**src/rtl/sdio_defines.sv**
```systemverilog
// -----------------------------------------------------------------------------
// sdio_defines
// Shared definitions for the SDIO CMD53 transfer sequencer: state encoding,
// block-size limits, the latched request record and helpers that derive the
// per-transfer byte/block counts and the request validity check.
//
// Configuration macro: SDIO_MULTI_BLOCK_EN
//   defined   - block mode accepts block counts 1..511, GAP state present
//   undefined - block mode accepts only a block count of 1, no GAP state
// -----------------------------------------------------------------------------
package sdio_defines;

    localparam logic [11:0] MAX_BLOCK_SIZE    = 12'd2048;
    localparam logic [11:0] BYTE_MODE_DEFAULT = 12'd512;

    typedef enum logic [2:0] {
        ST_IDLE  = 3'd0,
        ST_SETUP = 3'd1,
        ST_XFER  = 3'd2,
        ST_DONE  = 3'd4
`ifdef SDIO_MULTI_BLOCK_EN
        ,
        ST_GAP   = 3'd3
`endif
    } state_t;

    typedef struct packed {
        logic [2:0]  func_num;
        logic        mem_sel;
        logic        block_mode;
        logic        inc_addr;
        logic [8:0]  count;
        logic [11:0] block_size;
    } xfer_req_t;

    // Bytes moved per block; a byte-mode transfer is a single block.
    function automatic logic [11:0] req_block_bytes(input xfer_req_t r);
        if (r.block_mode)
            return r.block_size;
        else if (r.count == '0)
            return BYTE_MODE_DEFAULT;
        else
            return {3'b000, r.count};
    endfunction

    function automatic logic [8:0] req_blocks(input xfer_req_t r);
        return r.block_mode ? r.count : 9'd1;
    endfunction

    function automatic logic req_reject(input xfer_req_t r);
        logic bad;
        bad = (r.block_size > MAX_BLOCK_SIZE);
        if (r.block_mode) begin
            bad = bad || (r.count == '0) || (r.block_size == '0);
`ifndef SDIO_MULTI_BLOCK_EN
            bad = bad || (r.count != 9'd1);
`endif
        end else begin
            // Also covers block_size == 0, since the byte count is never 0.
            bad = bad || (req_block_bytes(r) > r.block_size);
        end
        return bad;
    endfunction

endpackage

```
**src/rtl/sdio_xfer_counter.sv**
```systemverilog
// -----------------------------------------------------------------------------
// sdio_xfer_counter
// Byte counter (bytes left in the current block) and block counter (blocks
// left in the transfer) for the SDIO transfer sequencer.
//
// Ports:
//   clk, rst      clock, synchronous active-high reset (both counters to 0)
//   load          load both counters from byte_init / block_init
//   reload_bytes  reload only the byte counter (start of the next block)
//   byte_dec      decrement the byte counter
//   block_dec     decrement the block counter
//   byte_init     bytes per block
//   block_init    blocks per transfer
//   byte_cnt      bytes remaining in the current block
//   block_cnt     blocks remaining, including the current one
// -----------------------------------------------------------------------------
module sdio_xfer_counter (
    input  logic        clk,
    input  logic        rst,
    input  logic        load,
    input  logic        reload_bytes,
    input  logic        byte_dec,
    input  logic        block_dec,
    input  logic [11:0] byte_init,
    input  logic [8:0]  block_init,
    output logic [11:0] byte_cnt,
    output logic [8:0]  block_cnt
);

    always_ff @(posedge clk) begin
        if (rst) begin
            byte_cnt  <= '0;
            block_cnt <= '0;
        end else if (load) begin
            byte_cnt  <= byte_init;
            block_cnt <= block_init;
        end else begin
            if (reload_bytes)
                byte_cnt <= byte_init;
            else if (byte_dec)
                byte_cnt <= byte_cnt - 12'd1;

            if (block_dec)
                block_cnt <= block_cnt - 9'd1;
        end
    end

endmodule

```
**src/rtl/sdio_xfer_sequencer.sv**
```systemverilog
// -----------------------------------------------------------------------------
// sdio_xfer_sequencer
// Sequences an SDIO CMD53 (IO_RW_EXTENDED) data transfer through the
// data-control mux: IDLE -> SETUP -> XFER -> (GAP -> XFER)* -> DONE -> IDLE.
//
// Configuration macro: SDIO_MULTI_BLOCK_EN (multi-block transfers + GAP state).
//
// Parameters:
//   GAP_CYCLES     idle cycles between blocks in block mode
// Ports:
//   clk, rst       clock, synchronous active-high reset
//   i_start        launch strobe, sampled only in IDLE
//   i_func_num     target function (0 = CIA)
//   i_mem_sel      target combo memory (overrides i_func_num)
//   i_block_mode   1 = block mode, 0 = byte mode
//   i_inc_addr     1 = incrementing address, 0 = fixed
//   i_addr         start register address
//   i_count        byte count (byte mode, 0 = 512) / block count (block mode)
//   i_block_size   bytes per block
//   i_abort        abort strobe
//   i_byte_stb     one byte moved through the mux
//   o_func_sel     function select (8 = memory, 0 when idle)
//   o_mem_sel      memory select
//   o_cmd_bus_sel  0 while the sequencer owns the data bus
//   o_addr         address of the current byte
//   o_busy         high from SETUP through DONE
//   o_block_end    pulse after the last byte of each block
//   o_done         completion pulse
//   o_error        pulse on rejected request or abort
// -----------------------------------------------------------------------------
module sdio_xfer_sequencer
    import sdio_defines::*;
#(
    parameter int unsigned GAP_CYCLES = 2
) (
    input  logic        clk,
    input  logic        rst,
    input  logic        i_start,
    input  logic [2:0]  i_func_num,
    input  logic        i_mem_sel,
    input  logic        i_block_mode,
    input  logic        i_inc_addr,
    input  logic [16:0] i_addr,
    input  logic [8:0]  i_count,
    input  logic [11:0] i_block_size,
    input  logic        i_abort,
    input  logic        i_byte_stb,
    output logic [3:0]  o_func_sel,
    output logic        o_mem_sel,
    output logic        o_cmd_bus_sel,
    output logic [16:0] o_addr,
    output logic        o_busy,
    output logic        o_block_end,
    output logic        o_done,
    output logic        o_error
);

    state_t      state, next_state;
    xfer_req_t   req;
    logic        reject;
    logic [11:0] byte_cnt;
    logic [8:0]  block_cnt;
    logic        cnt_load, cnt_reload, byte_dec, block_dec;
    logic        blk_end_cyc;

    assign reject = req_reject(req);

    // The cycle after the last byte of a block: XFER with nothing left.
    assign blk_end_cyc = (state == ST_XFER) && (byte_cnt == '0);

`ifdef SDIO_MULTI_BLOCK_EN
    localparam int unsigned GAP_W = (GAP_CYCLES > 1) ? $clog2(GAP_CYCLES) : 1;
    logic [GAP_W-1:0] gap_cnt;
    logic             gap_last;

    always_ff @(posedge clk) begin
        if (rst || state != ST_GAP)
            gap_cnt <= '0;
        else
            gap_cnt <= gap_cnt + 1'b1;
    end

    assign gap_last = (gap_cnt == GAP_W'(GAP_CYCLES - 1));
`endif

    // State register
    always_ff @(posedge clk) begin
        if (rst)
            state <= ST_IDLE;
        else
            state <= next_state;
    end

    // Next-state logic; abort outranks everything outside IDLE.
    always_comb begin
        next_state = state;
        if (state != ST_IDLE && i_abort) begin
            next_state = ST_IDLE;
        end else begin
            unique case (state)
                ST_IDLE:  if (i_start) next_state = ST_SETUP;
                ST_SETUP: next_state = reject ? ST_IDLE : ST_XFER;
                ST_XFER: begin
                    if (blk_end_cyc) begin
                        if (block_cnt == 9'd1) begin
                            next_state = ST_DONE;
                        end else begin
`ifdef SDIO_MULTI_BLOCK_EN
                            next_state = (GAP_CYCLES == 0) ? ST_XFER : ST_GAP;
`else
                            next_state = ST_DONE;
`endif
                        end
                    end
                end
`ifdef SDIO_MULTI_BLOCK_EN
                ST_GAP:   if (gap_last) next_state = ST_XFER;
`endif
                ST_DONE:  next_state = ST_IDLE;
                default:  next_state = ST_IDLE;
            endcase
        end
    end

    // Counter control. Byte reload happens on any re-entry into XFER for a
    // new block (from GAP, or straight from the block-end cycle).
    always_comb begin
        cnt_load   = (state == ST_SETUP);
        byte_dec   = (state == ST_XFER) && i_byte_stb && !i_abort && (byte_cnt != '0);
        block_dec  = blk_end_cyc && !i_abort;
        cnt_reload = (next_state == ST_XFER) && (state != ST_SETUP)
                     && !((state == ST_XFER) && (byte_cnt != '0));
    end

    sdio_xfer_counter u_counter (
        .clk          (clk),
        .rst          (rst),
        .load         (cnt_load),
        .reload_bytes (cnt_reload),
        .byte_dec     (byte_dec),
        .block_dec    (block_dec),
        .byte_init    (req_block_bytes(req)),
        .block_init   (req_blocks(req)),
        .byte_cnt     (byte_cnt),
        .block_cnt    (block_cnt)
    );

    // Request latch and address register
    always_ff @(posedge clk) begin
        if (rst) begin
            req    <= '0;
            o_addr <= '0;
        end else if (state == ST_IDLE && i_start) begin
            req.func_num   <= i_func_num;
            req.mem_sel    <= i_mem_sel;
            req.block_mode <= i_block_mode;
            req.inc_addr   <= i_inc_addr;
            req.count      <= i_count;
            req.block_size <= i_block_size;
            o_addr         <= i_addr;
        end else if (byte_dec && req.inc_addr) begin
            o_addr <= o_addr + 17'd1;
        end
    end

    // Outputs
    always_comb begin
        o_busy        = (state != ST_IDLE);
        o_cmd_bus_sel = (state == ST_IDLE);
        o_func_sel    = '0;
        o_mem_sel     = 1'b0;
        if (state != ST_IDLE) begin
            o_mem_sel  = req.mem_sel;
            o_func_sel = req.mem_sel ? 4'd8 : {1'b0, req.func_num};
        end
        o_block_end = blk_end_cyc;
        o_done      = (state == ST_DONE) && !i_abort;
        o_error     = ((state == ST_SETUP) && reject)
                      || ((state != ST_IDLE) && i_abort);
    end

endmodule
```
**config.mk**
```make
export PLATFORM = sky130hd
export DESIGN_NAME = sdio_xfer_sequencer
export DESIGN_NICKNAME = d
export VERILOG_FILES = /design/src/rtl/sdio_defines.sv /design/src/rtl/sdio_xfer_counter.sv /design/src/rtl/sdio_xfer_sequencer.sv
export SDC_FILE = /design/constraint.sdc
export NUM_CORES = 1
export LEC_CHECK = 0
export CAP_MARGIN = 40
export CORE_AREA = 2 2 84 86
export CTS_CLUSTER_DIAMETER = 200
export CTS_CLUSTER_SIZE = 24
export DETAILED_ROUTE_END_ITERATION = 12
export DIE_AREA = 0 0 86 88
export PLACE_DENSITY = 0.86
export SYNTH_ARGS = -nofsm -noshare
export SYNTH_HDL_FRONTEND = slang
export SYNTH_SLANG_ARGS = --single-unit
```
**constraint.sdc**
```tcl
create_clock -name clk -period 2.75 [get_ports clk]
set_input_delay 0.825 -clock clk [delete_from_list [all_inputs] [get_ports clk]]
set_output_delay 0.825 -clock clk [all_outputs]
set_load 0.005 [all_outputs]
```
# After elaboration in Yosys (flattened, before gate mapping)
# Index checks and enable logic that the tools add are counted.
# W data, S select, Z words.
# word_totals
ff_bits	59
latchBits	0
mem_bits_rw	0
mem_bits_ro	0
in_bits	49
wordCells	63
memories	0
# classes
addsub	2
mul	0
div	0
order_cmp	2
eq_ne	6
shift	0
muxes	17
bitwise_logic	0
n_reduce_logical	27
# ops
operator	n
$mux W12	5
$mux W17	2
$logic_not A12 Y1	2
$add A17 B1 Y17 const B	1
$gt A12 B12 Y1	1
$gt A12 B12 Y1 const B	1
$logic_and A1 B1 Y1	12
$reduce_bool A12 Y1	1
$sub A12 B1 Y12 const B	1
$mux W10	1
$logic_not A9 Y1	1
$mux W3	3
$ne A9 B1 Y1 const B	1
$pmux W3 S3	1
$mux W4	2
$eq A3 B2 Y1 const B	2
$reduce_bool A3 Y1	2
$logic_or A1 B1 Y1	5
$eq A3 B1 Y1 const B	1
$eq A3 B3 Y1 const B	1
$logic_not A3 Y1	1
$ne A3 B1 Y1 const B	1
$logic_not A1 Y1	2
$mux W1	2
2 further kinds	2

# Logic depth before layout (Yosys ltp)
# Gate-level depths: netlist of run 1.
# logic_depth
ltp_word	14
ltp_mapped	10
mapped_depth_nobuf	10

# By module
# A second synthesis of run 1 with hierarchy kept.
# unflattened
cells_unflattened	476
hier_area_um2	3764.9
# by_module_without_submodules
mod	n_inst	cells_per_inst	area_each_um2	seq_area_each_um2
sdio_xfer_sequencer	1	345	2638.8	940.9
sdio_xfer_counter	1	131	1126.1	420.4

# Worst setup path after synthesis of run 1
# Ideal clock, no wire load.
# synth_path
path_type	reg-to-output
startpoint	reg req[20] (netlist name)
endpoint	out o_error
t_arrival_ns	1.747
required_ns	1.925
path_slack_ns	0.178
path_stages_with_launch	11
path_buffers	0
cell_sequence	dfxtp_1 -> nor4_1 -> nand2_1 -> nor2_1 -> ha_1 -> nor4bb_1 -> nand2_1 -> a21o_1 -> a31oi_1 -> o32ai_1 -> o2bb2ai_1
# synth_between
elab_chain_cells	8
word_cells_on_any_way	12
# synth_rtl
item	line	source
start, declared	sdio_xfer_sequencer.sv:59	xfer_req_t req;
$logic_not A9 Y1	sdio_defines.sv:40, sdio_defines.sv:54	
$mux W10	sdio_defines.sv:40	else if (r.count == '0)
$mux W12	sdio_defines.sv:53	if (r.block_mode) begin
$gt A12 B12 Y1	sdio_defines.sv:60	bad = bad || (req_block_bytes(r) > r.block_size);
$logic_or A1 B1 Y1	sdio_defines.sv:60	
$mux W1 *	sdio_defines.sv:53	
$logic_and A1 B1 Y1 *	sdio_xfer_sequencer.sv:178	o_error = ((state == ST_SETUP) && reject)
$logic_or A1 B1 Y1 *	sdio_xfer_sequencer.sv:179	|| ((state != ST_IDLE) && i_abort);
end, declared	sdio_xfer_sequencer.sv:55	output logic o_error
# Mark *: on every way between the ends. The rest lies on a longest branch, timed or not. The select of a mux whose other input is x is not followed.

# Final worst setup path of run 1
# layout_path
startpoint	reg req[16] (netlist name)
endpoint	out o_error
# The elaborated chain is that of the path after synthesis.

==> metrics.txt, run 1 <==
# TYPE chip_impl_metric gauge
chip_impl_info{name="cts.root.buffer_cell",value="sky130_fd_sc_hd__clkbuf_8"} 1
chip_impl_metric{name="yosysWarningCount",unit=""} 0
chip_impl_metric{name="hold_viol",unit=""} 0
chip_impl_metric{name="worst_slew_pin_slew",unit="ns"} 0.690
chip_impl_metric{name="timing.final.ws_setup",unit="ns"} -0.563
chip_impl_metric{name="die_y",unit="um"} 88
chip_impl_metric{name="coreArea",unit="um^2"} 6640
chip_impl_metric{name="netlist-cell-type-count",unit=""} 56
chip_impl_metric{name="crit_path_max_incr_delay",unit="ns"} 0.34
chip_impl_info{name="cts_tree",value="built"} 1
chip_impl_metric{name="initial_core_util",unit="%"} 48.2
chip_impl_metric{name="grt_pass1_wl",unit="mm"} 14.8
chip_impl_metric{name="slew_headroom",unit="%"} 54.0
chip_impl_metric{name="clock_latency",unit="ns"} 0.35
chip_impl_metric{name="cp.buffers_inverters",unit=""} 2
chip_impl_metric{name="port_buffers",unit=""} 75
chip_impl_metric{name="proportion_of_register_bits_with_asynchronous_set_or_reset_after_synthesis",unit="%"} 0
chip_impl_metric{name="clk_pin_slew",unit="ns"} 0.07
chip_impl_metric{name="yosysTopAreaCellShare",unit="%"} 36.9
chip_impl_metric{name="grt_max_degree",unit=""} 37
chip_impl_metric{name="total_of_endpoints_with_negative_setup_slack_in_the_final_report",unit=""} 1
chip_impl_metric{name="final_min_period_over_clock_period",unit="%"} 120
chip_impl_metric{name="routabilityCongestion",unit=""} 0.825
chip_impl_metric{name="ys_ff_latch",unit=""} 59
chip_impl_metric{name="width_of_the_die",unit="um"} 86
chip_impl_metric{name="ir_drop",unit="uV"} 351
chip_impl_metric{name="route.antenna.remaining_nets",unit=""} 0
chip_impl_metric{name="maximum_fanout_along_the_worst_path",unit=""} 2
chip_impl_info{name="min_path_type",value="flop to flop"} 1
chip_impl_metric{name="grt_pass1_vias",unit=""} 3258
chip_impl_metric{name="final_layout_size_suffix_gt1_share",unit="%"} 18.3
chip_impl_metric{name="synthesis.nets",unit=""} 461
chip_impl_metric{name="total_iterations_of_the_first_detailed_routing_run",unit=""} 5
chip_impl_info{name="path_delay_family",value="simple AND/OR/NAND/NOR gates"} 1
chip_impl_metric{name="syn_to_final_growth",unit="%"} 42.2
chip_impl_metric{name="post-route-min-period",unit="ns"} 3.31
chip_impl_metric{name="syn-cell-area",unit="um^2"} 3200
chip_impl_metric{name="dp.cells",unit=""} 561
chip_impl_metric{name="fmax",unit="MHz"} 302
chip_impl_info{name="timing.critical_path.from_type",value="flop"} 1
chip_impl_metric{name="p_leak",unit="uW"} 0.00174
chip_impl_metric{name="cts_inserted_buffers",unit=""} 9
chip_impl_metric{name="place_area",unit="um^2"} 4190
chip_impl_info{name="synthFlopType",value="sky130_fd_sc_hd__dfxtp_1"} 1
chip_impl_info{name="setup_repair_after_global_routing_missed_its_margin",value="yes"} 1
chip_impl_info{name="synth.largest_area_cell",value="sky130_fd_sc_hd__dfxtp_1"} 1
chip_impl_metric{name="synth.yosys.seq_area_share",unit="%"} 36.9
chip_impl_metric{name="finalNetCount",unit=""} 561
chip_impl_metric{name="worst-endpoint-required",unit="ns"} 1.93
chip_impl_info{name="crit_chain",value="nor4_4, nand2_1, nor2_1, ha_1, buf_4, a21oi_1, or3_1, a31oi_2, o32ai_2, o2bb2ai_1, buf_2"} 1
chip_impl_info{name="worstSetupEndpointType",value="primary output"} 1
chip_impl_metric{name="skew",unit="ns"} 0.00842
chip_impl_metric{name="drt-vias-per-instance",unit=""} 5.79
chip_impl_info{name="setup.worst_path.class",value="flop to primary output"} 1
chip_impl_metric{name="grt_antenna_before_repair",unit=""} 0
chip_impl_metric{name="n_antenna_cell",unit=""} 0
chip_impl_metric{name="final_cell_area",unit="um^2"} 4550
chip_impl_metric{name="cts-root-to-sink-buffers",unit=""} 2
chip_impl_info{name="outcome",value="finished with violations"} 1
chip_impl_info{name="slowest_stage",value="sky130_fd_sc_hd__dfxtp_2"} 1
chip_impl_metric{name="num_rows",unit=""} 30
chip_impl_metric{name="number_of_flops_mapped_to_enable_cells_by_yosys",unit=""} 0
chip_impl_metric{name="drt_drc_violations_left",unit=""} 0
chip_impl_metric{name="wl_per_cell",unit="um"} 15.9
chip_impl_metric{name="syn_area_per_cell",unit="um^2"} 8.02
chip_impl_info{name="ys_top_cells_by_area",value="sky130_fd_sc_hd__dfxtp_1, sky130_fd_sc_hd__nand2_1, sky130_fd_sc_hd__a21oi_1"} 1
chip_impl_metric{name="finalMaxSlewViolations",unit=""} 0
chip_impl_metric{name="io_pins",unit=""} 76
chip_impl_metric{name="post_synth_inst_count",unit=""} 399
chip_impl_metric{name="power.density",unit="nW/um^2"} 526
chip_impl_metric{name="gr-usage-all-layers",unit="%"} 25.3
chip_impl_metric{name="die-area",unit="um^2"} 7570
chip_impl_metric{name="gr-total-overflow",unit=""} 0
chip_impl_metric{name="max_capacitance_violation_count",unit=""} 0
chip_impl_metric{name="htreeDepth",unit=""} 3
chip_impl_metric{name="stdcell_count",unit=""} 584
chip_impl_metric{name="cts_hold_repair.buffers",unit=""} 0
chip_impl_info{name="violations",value="setup timing"} 1
chip_impl_metric{name="detail_placement_hpwl",unit="mm"} 6.43
chip_impl_metric{name="drt_first_iter_violations",unit=""} 180
chip_impl_metric{name="routed_wl",unit="mm"} 9.28
chip_impl_metric{name="vias",unit=""} 3379
chip_impl_metric{name="cp_data_arrival_time",unit="ns"} 2.49
chip_impl_metric{name="cts_num_sinks",unit=""} 59
-- flip-flops by register name, summed over array words and instances, names as in the netlist --
register,count
o_addr,17
state,3
req,27
u_counter.byte_cnt,12
-- stage by stage --
| step | TNS [ns] | util, % | worst slack [ns] | hold WS, ns | total power (uW) |
|---|---|---|---|---|---|
| 2_1_floorplan | 0 | - | 0.178 | 0.432 | 1250 |
| 3_3_place_gp | -0.653 | 63.1 | -0.483 | 0.440 | 1480 |
| 3_5_place_dp | -1.11 | 63.1 | -0.674 | 0.450 | 1500 |
| 4_1_cts | -0.631 | 67.9 | -0.631 | 0.458 | 2370 |
| 5_1_grt | -0.713 | 68.5 | -0.713 | 0.481 | 2510 |
| 6_report | -0.563 | 68.5 | -0.563 | 0.455 | 2390 |
-- cell usage after synthesis, types with 2 or more instances --
cell and count:
sky130_fd_sc_hd__buf_1 3, sky130_fd_sc_hd__o211ai_1 3, sky130_fd_sc_hd__a31oi_1 3, sky130_fd_sc_hd__mux2i_1 5, sky130_fd_sc_hd__nand4_1 6, sky130_fd_sc_hd__nor3b_1 2, sky130_fd_sc_hd__inv_1 17, sky130_fd_sc_hd__nand3_1 11
sky130_fd_sc_hd__nor4_1 6, sky130_fd_sc_hd__a211oi_1 14, sky130_fd_sc_hd__dfxtp_1 59, sky130_fd_sc_hd__o21ai_0 12, sky130_fd_sc_hd__a21oi_1 35, sky130_fd_sc_hd__or3_1 11, sky130_fd_sc_hd__buf_2 4, sky130_fd_sc_hd__nor2_1 27
sky130_fd_sc_hd__o41ai_1 2, sky130_fd_sc_hd__o22ai_1 2, sky130_fd_sc_hd__buf_4 4, sky130_fd_sc_hd__xnor2_1 8, sky130_fd_sc_hd__a311oi_1 12, sky130_fd_sc_hd__nand2_1 67, sky130_fd_sc_hd__nor2b_1 5, sky130_fd_sc_hd__ha_1 13
sky130_fd_sc_hd__xor2_1 4, sky130_fd_sc_hd__clkbuf_1 18, sky130_fd_sc_hd__and4_1 3, sky130_fd_sc_hd__or4_1 2, sky130_fd_sc_hd__and3_1 2, sky130_fd_sc_hd__nor3_1 8, sky130_fd_sc_hd__a21o_1 2, sky130_fd_sc_hd__and2_1 5
-- layout make-up --
type,instances,area (um^2)
Timing Repair Buffer,120,1090
Clock inverter,4,48.8
Fill cell,513,2090
Tap cell,80,100
Multi-Input combinational cell,292,1900
Sequential cell,59,1190
Inverter,17,63.8
Clock buffer,12,155
-- what timing repair did --
action	in CTS	in global routing
endpoints found under the setup margin	3	5
buffers inserted	4	3
pin swaps	10	8
cloned	0	0
resized for setup	19	8
-- worst min-delay path: stages, from the launching register on --
cell and delay [ns]:
sky130_fd_sc_hd__dfxtp_1 0.31, sky130_fd_sc_hd__nand2_1 0.05, sky130_fd_sc_hd__a21oi_1 0.05
-- per-layer routing --
| metal | GRT usage (%) | wire length [um] | vias to the layer above |
|---|---|---|---|
| met2 | 42.8 | 4630 | 128 |
| met5 | 0 | 0 | - |
| li1 | - | - | 1615 |
| met3 | 7.54 | 623 | 28 |
| met4 | 12.6 | 260 | 0 |
| met1 | 29.3 | 3760 | 1608 |
-- layout by cell type (no fill, tap or decap), drive strengths merged, types with 4 or more instances in the layout --
cell type	n
nor2	27
nand4	7
and2	6
nor4	6
a211oi	15
a21oi	35
clkbuf	12
xor2	4
o21ai	12
nor2b	5
ha	13
buf	47
clkdlybuf4s50	71
or3	12
a31oi	4
a311oi	12
inv	17
nand2	67
nor3	9
xnor2	8
nand3	11
dfxtp	59
mux2i	5
-- cell families after synthesis --
family                     after synthesis  share of synthesized area, %
DFF                                     59                          36.9
adders and majority gates               13                          5.08
buffers and inverters                   48                          6.76
and+or+nand+nor                        167                          26.7
muxes                                    5                          1.56
xor gates and xnor gates                12                          3.28
AOI/OAI and AO/OA                       95                          19.7
-- power breakdown --
| group | switching (uW) | leakage, uW | internal [uW] |
|---|---|---|---|
| sequential | 65.4 | 0.000488 | 916 |
| clock | 353 | 0.000106 | 467 |
| combinational | 266 | 0.00115 | 324 |
| total | 685 | 0.00174 | 1710 |
-- worst paths after layout --
path | depth (start not counted) | startpoint | slack [ns] | to
max reg2reg | 10 | u_counter.byte_cnt[1] | 0.38 | u_counter.byte_cnt[7]
min | 2 | req[26] | 0.46 | req[26]
min reg2reg | 2 | req[26] | 0.46 | req[26]
max | 11 | req[16] | -0.56 | o_error
Note: power is estimated with default switching activity, not from simulation.
==> inputs of run 2 (changes only) <==
Settings changed: SETUP_SLACK_MARGIN set to 0.2.
==> run 2 against run 1 <==
- critical path type unchanged
- core utilization up 0.17 points
- sequential power about the same
- clock skew down 0.0031 ns
- global-route usage down 0.90 points
- sequential share of layout area down 0.092 points
- highest routed layer unchanged
- first-iteration DRC count up 11%
- cell area up 0.25%
- cell count down 0.68%
- fmax up 1.9%
- flip-flop and latch count unchanged
- worst hold slack better by 0.0075 ns
- the run still ends with setup timing left
- die area unchanged
- critical endpoint unchanged
==> metrics.txt, run 2 (synthesized netlist as in run 1, its figures left out) <==
# TYPE chip_impl_metric gauge
chip_impl_metric{name="grt_pass1_wl",unit="mm"} 14.5
chip_impl_metric{name="htreeDepth",unit=""} 3
chip_impl_info{name="cts.root.buffer_cell",value="sky130_fd_sc_hd__clkbuf_8"} 1
chip_impl_metric{name="syn_to_final_growth",unit="%"} 42.6
chip_impl_metric{name="max_capacitance_violation_count",unit=""} 0
chip_impl_metric{name="clk_pin_slew",unit="ns"} 0.07
chip_impl_metric{name="power.density",unit="nW/um^2"} 567
chip_impl_metric{name="p_leak",unit="uW"} 0.00174
chip_impl_metric{name="ir_drop",unit="uV"} 359
chip_impl_metric{name="timing.final.ws_setup",unit="ns"} -0.500
chip_impl_metric{name="place_area",unit="um^2"} 4180
chip_impl_metric{name="worst-endpoint-required",unit="ns"} 1.93
chip_impl_info{name="setup.worst_path.class",value="flop to primary output"} 1
chip_impl_metric{name="total_iterations_of_the_first_detailed_routing_run",unit=""} 5
chip_impl_metric{name="final_min_period_over_clock_period",unit="%"} 118
chip_impl_metric{name="route.antenna.remaining_nets",unit=""} 0
chip_impl_metric{name="final_cell_area",unit="um^2"} 4560
chip_impl_info{name="cpMostUsedCell",value="sky130_fd_sc_hd__buf_4"} 1
chip_impl_info{name="crit_chain",value="nor4_4, nand2_1, buf_4, buf_4, buf_4, buf_4, buf_4, buf_4, o32ai_2, o2bb2ai_1, buf_2"} 1
chip_impl_metric{name="routabilityCongestion",unit=""} 0.798
chip_impl_metric{name="drt_drc_violations_left",unit=""} 0
chip_impl_info{name="registers.top_by_ff_count",value="req"} 1
chip_impl_metric{name="cts-root-to-sink-buffers",unit=""} 2
chip_impl_metric{name="hold_viol",unit=""} 0
chip_impl_info{name="commonest_non_fill_non_tap_cell_in_the_layout",value="sky130_fd_sc_hd__clkdlybuf4s50_1"} 1
chip_impl_metric{name="io_pins",unit=""} 76
chip_impl_metric{name="coreArea",unit="um^2"} 6640
chip_impl_metric{name="pre_cts_slack",unit="ns"} -0.520
chip_impl_metric{name="wl_per_cell",unit="um"} 16.0
chip_impl_metric{name="cp_data_arrival_time",unit="ns"} 2.43
chip_impl_metric{name="maximum_fanout_along_the_worst_path",unit=""} 2
chip_impl_metric{name="detail_placement_hpwl",unit="mm"} 6.12
chip_impl_metric{name="routed_wl",unit="mm"} 9.26
chip_impl_metric{name="worst_slew_pin_slew",unit="ns"} 0.670
chip_impl_info{name="slowest_stage",value="sky130_fd_sc_hd__dfxtp_2"} 1
chip_impl_info{name="timing.critical_path.from_type",value="flop"} 1
chip_impl_metric{name="timing.reg2reg.worst_path_depth",unit=""} 9
chip_impl_metric{name="crit_path_max_incr_delay",unit="ns"} 0.34
chip_impl_metric{name="drt_first_iter_violations",unit=""} 199
chip_impl_metric{name="die-area",unit="um^2"} 7570
chip_impl_metric{name="finalNetCount",unit=""} 557
chip_impl_metric{name="grt_use_met1",unit="%"} 30.2
chip_impl_metric{name="cp.buffers_inverters",unit=""} 7
chip_impl_metric{name="groute.layer.met3.usage",unit="%"} 6.03
chip_impl_metric{name="slew_headroom",unit="%"} 55.3
chip_impl_info{name="most_frequent_cells_in_the_layout",value="sky130_fd_sc_hd__clkdlybuf4s50_1, sky130_fd_sc_hd__nand2_1, sky130_fd_sc_hd__dfxtp_1, sky130_fd_sc_hd__buf_4, sky130_fd_sc_hd__a21oi_1"} 1
chip_impl_metric{name="fin_worst_hold_slack",unit="ns"} 0.463
chip_impl_metric{name="grt_met2_usage",unit="%"} 39.9
chip_impl_metric{name="n_antenna_cell",unit=""} 0
chip_impl_metric{name="port_buffers",unit=""} 75
chip_impl_metric{name="gr-usage-all-layers",unit="%"} 24.4
chip_impl_metric{name="skew",unit="ns"} 0.00533
chip_impl_metric{name="fmax",unit="MHz"} 308
chip_impl_info{name="min_path_type",value="flop to flop"} 1
chip_impl_metric{name="grt_pass1_vias",unit=""} 3122
chip_impl_metric{name="gr-total-overflow",unit=""} 0
chip_impl_info{name="worstSetupEndpointType",value="primary output"} 1
chip_impl_metric{name="largest_register_ffs",unit=""} 27
chip_impl_metric{name="finalMaxSlewViolations",unit=""} 0
chip_impl_metric{name="total_of_endpoints_with_negative_setup_slack_in_the_final_report",unit=""} 1
chip_impl_info{name="cts_tree",value="built"} 1
chip_impl_metric{name="cts_inserted_buffers",unit=""} 9
chip_impl_metric{name="grt_max_degree",unit=""} 62
chip_impl_metric{name="drt-vias-per-instance",unit=""} 5.80
chip_impl_metric{name="grt_antenna_before_repair",unit=""} 0
chip_impl_info{name="top_usage_layer",value="met2"} 1
chip_impl_metric{name="vias",unit=""} 3363
chip_impl_info{name="outcome",value="finished with violations"} 1
chip_impl_info{name="setup_repair_after_global_routing_missed_its_margin",value="yes"} 1
chip_impl_metric{name="width_of_the_die",unit="um"} 86
chip_impl_metric{name="cts_num_sinks",unit=""} 59
chip_impl_metric{name="post-layout-total-power",unit="uW"} 2590
chip_impl_metric{name="clock_latency",unit="ns"} 0.34
chip_impl_metric{name="final_layout_size_suffix_gt1_share",unit="%"} 17.6
chip_impl_metric{name="initial_core_util",unit="%"} 48.2
chip_impl_info{name="reg.largest.list",value="req: 27 flops, o_addr: 17 flops, u_counter.byte_cnt: 12 flops"} 1
chip_impl_metric{name="holdPathStages",unit=""} 2
chip_impl_metric{name="cp_num_cells",unit=""} 11
chip_impl_metric{name="num_rows",unit=""} 30
chip_impl_info{name="violations",value="setup timing"} 1
chip_impl_metric{name="die_y",unit="um"} 88
chip_impl_info{name="path_delay_family",value="buffers and inverters"} 1
chip_impl_metric{name="post-route-min-period",unit="ns"} 3.25
==> run 2: cell types whose count changed in the layout (fill, tap and decap cells not counted), moves of 2 or more <==
cell | before | now
sky130_fd_sc_hd__bufinv_16 | 1 | 3
sky130_fd_sc_hd__dlygate4sd2_1 | 1 | 4
sky130_fd_sc_hd__buf_4 | 44 | 40
sky130_fd_sc_hd__clkdlybuf4s50_1 | 71 | 67
==> run 2: where the power goes <==
group          leakage [uW]  internal [uW]  switching [uW]
combinational       0.00112            311             261
sequential         0.000488            916            69.0
clock              0.000133            675             355
total               0.00174           1900             686
==> run 2: per-layer routing <==
metal | routed length [um] | vias to the layer above
li1 | - | 1616
met1 | 3920 | 1597
met2 | 4540 | 123
met3 | 561 | 27
met4 | 238 | 0
met5 | 0 | -
==> run 2: what timing repair did <==
| action | CTS | global route |
|---|---|---|
| gates resized for setup | 25 | 6 |
| endpoints found under the setup margin | 6 | 2 |
| pin swaps | 10 | 9 |
| buffers inserted | 6 | 0 |
| hold buffers | 0 | 0 |
==> run 2: worst paths after layout <==
path                         start               endpoint  slack [ns]
max                        req[19]                o_error       -0.50
min                        req[24]                req[24]        0.46
max reg2reg  u_counter.byte_cnt[1]  u_counter.byte_cnt[7]        0.51
min reg2reg                req[24]                req[24]        0.46
==> run 2: layout make-up <==
type                       instances  area [um^2]
clock buffer                      12          165
clock inverter                     4         95.1
fill                             501         2080
inverter                          17         63.8
multi-input combinational        292         1900
sequential                        59         1190
tap                               80          100
timing repair buffer             116         1050
==> run 2: through the flow <==
step	TNS (ns)	util [%]	instances
global route	-0.656	68.7	580
detailed placement	-0.814	62.9	558
CTS	-0.485	68.4	580
finish	-0.500	68.7	580
global placement	-0.573	62.9	558
floorplan	0	-	399
==> run 2: worst reg2reg max path, delay by kind of cell, from the launching register on <==
| family | cells | cell delay [ns] |
|---|---|---|
| buffers and inverters | 2 | 0.23 |
| DFF | 1 | 0.39 |
| adders and majority gates | 1 | 0.19 |
| AOI/OAI and AO/OA | 2 | 0.49 |
| and+or+nand+nor | 4 | 0.82 |
==> edit (settings of run 2) <==
Register the output `o_done`, with the module's reset; this adds one clock of latency there. The other outputs are not delayed to match.
--- a/src/rtl/sdio_xfer_sequencer.sv
+++ b/src/rtl/sdio_xfer_sequencer.sv
@@ -54,6 +54,8 @@
     output logic        o_done,
     output logic        o_error
 );
+
+    logic o_done_d;
 
     state_t      state, next_state;
     xfer_req_t   req;
@@ -174,9 +176,17 @@
             o_func_sel = req.mem_sel ? 4'd8 : {1'b0, req.func_num};
         end
         o_block_end = blk_end_cyc;
-        o_done      = (state == ST_DONE) && !i_abort;
+        o_done_d    = (state == ST_DONE) && !i_abort;
         o_error     = ((state == ST_SETUP) && reject)
                       || ((state != ST_IDLE) && i_abort);
     end
 
+    always_ff @(posedge clk) begin
+        if (rst) begin
+            o_done <= '0;
+        end else begin
+            o_done <= o_done_d;
+        end
+    end
+
 endmodule
Behaviour: not the same (Yosys sat finds a counterexample within 10 cycles, from zero or initial values and one cycle with rst high).
==> edit against run 2 <==
  * The flow still finishes with violations (setup timing)
  * Total power fell by 13%
  * Cell area fell by 0.14%
  * Wire length fell by 1.6%
  * Sequential cell count rose by 1
  * Area after synthesis rose by 2.5%
  * Setup slack improved by 0.091 ns
  * Register-to-register slack improved by 0.16 ns
  * Sequential share of layout area rose by 0.56 points
  * Via count fell by 0.42%
  * Largest cell class unchanged
==> edit: results (changes against run 2) <==
| Metric | Value |
|---|---|
| Clk_skew | `0.00559 ns (+0.000256 ns)` |
| Crit path arrival time | `2.33 ns (-0.10 ns)` |
| Clock network fraction of total power | `28.4% (-11 points)` |
| Failing checks | `setup timing` |
| Slack of the critical path | `-0.409 ns (+0.0910 ns)` |
| Synth area leaders | `dfxtp_1 (37%), nand2_1 (8.0%), a211oi_1 (7.1%)` |
| Synthesized Nets | `476 (+3.3%)` |
| First-pass GRT wire length | `15100 um (+4.0%)` |
| Drt first-iter violations | `234 (+18%)` |
| Layout cell share with drive strength beyond 1 | `17.3% (-0.32 points)` |
| CP Max Fanout | `3 (+1)` |
| Synth Area in Compound Gates | `16.7% (-3.0 points)` |
| Vias in the first global route | `3300 (+5.7%)` |
| Routed WL per cell | `15.3 um (-4.1%)` |
| DP Worst Slack | `-0.552 ns (-0.0329 ns)` |
| Synth Area in XOR/XNOR | `6.67% (+3.4 points)` |
| Finish-stage setup viols | `1 (unchanged)` |
| Critical path's top delay family | `simple AND/OR/NAND/NOR gates` |
| GP Congestion | `0.880 (+10%)` |
| Actual slew at the worst max-slew pin | `0.704 ns (+0.0333 ns)` |
| Post-synthesis mux area share | `0.992% (-0.57 points)` |
| Non-filler instance count after layout | `595 (+2.6%)` |
| Layout area overhead | `38.9%` |
| Outcome | `finished, violations left` |
| Switching part of the total | `30.2% (+3.7 points)` |
| Number of gates resized after CTS | `26 (+4.0%)` |
| Met2 usage | `42.8% (+2.9 points)` |
| Adder-cell share of the synthesized area | `4.96% (-0.12 points)` |
| DRT met1 WL | `3900 um (-0.54%)` |
| Largest net degree at the start of global routing | `40 (-35%)` |
| Fillers | `537 (+7.2%)` |
-- edit: cell types whose count changed after synthesis, sizes merged, moves of 4 or more --
cell | before | now
xor2 | 4 | 15
and3 | 2 | 7
clkbuf | 19 | 24
mux2i | 5 | 1
a211oi | 15 | 32
nor4 | 6 | 13
a31oi | 4 | 0
buf | 11 | 6
a311oi | 12 | 1
or3 | 12 | 4
nand4 | 7 | 13
o21ai | 12 | 4
-- edit: tightest hold or removal path, stage by stage, from the launching register on --
cell	delay [ns]
dfxtp_1	0.31
nand2_1	0.05
a21oi_1	0.05
-- edit: area by class of cell --
cell class	count	area share, %
Sequential cell	60	26.6
Multi-Input combinational cell	309	43.7
Timing Repair Buffer	116	22.9
Tap cell	80	2.20
Inverter	15	1.29
Clock buffer	12	2.97
Clock inverter	3	0.329
-- edit: final timing paths --
check,depth (start not counted),slack (ns),startpoint,endpoint
min,2,0.46,req[26],req[26]
max reg2reg,5,0.67,state[2],o_addr[11]
min reg2reg,2,0.46,req[26],req[26]
max,9,-0.41,req[20],o_error
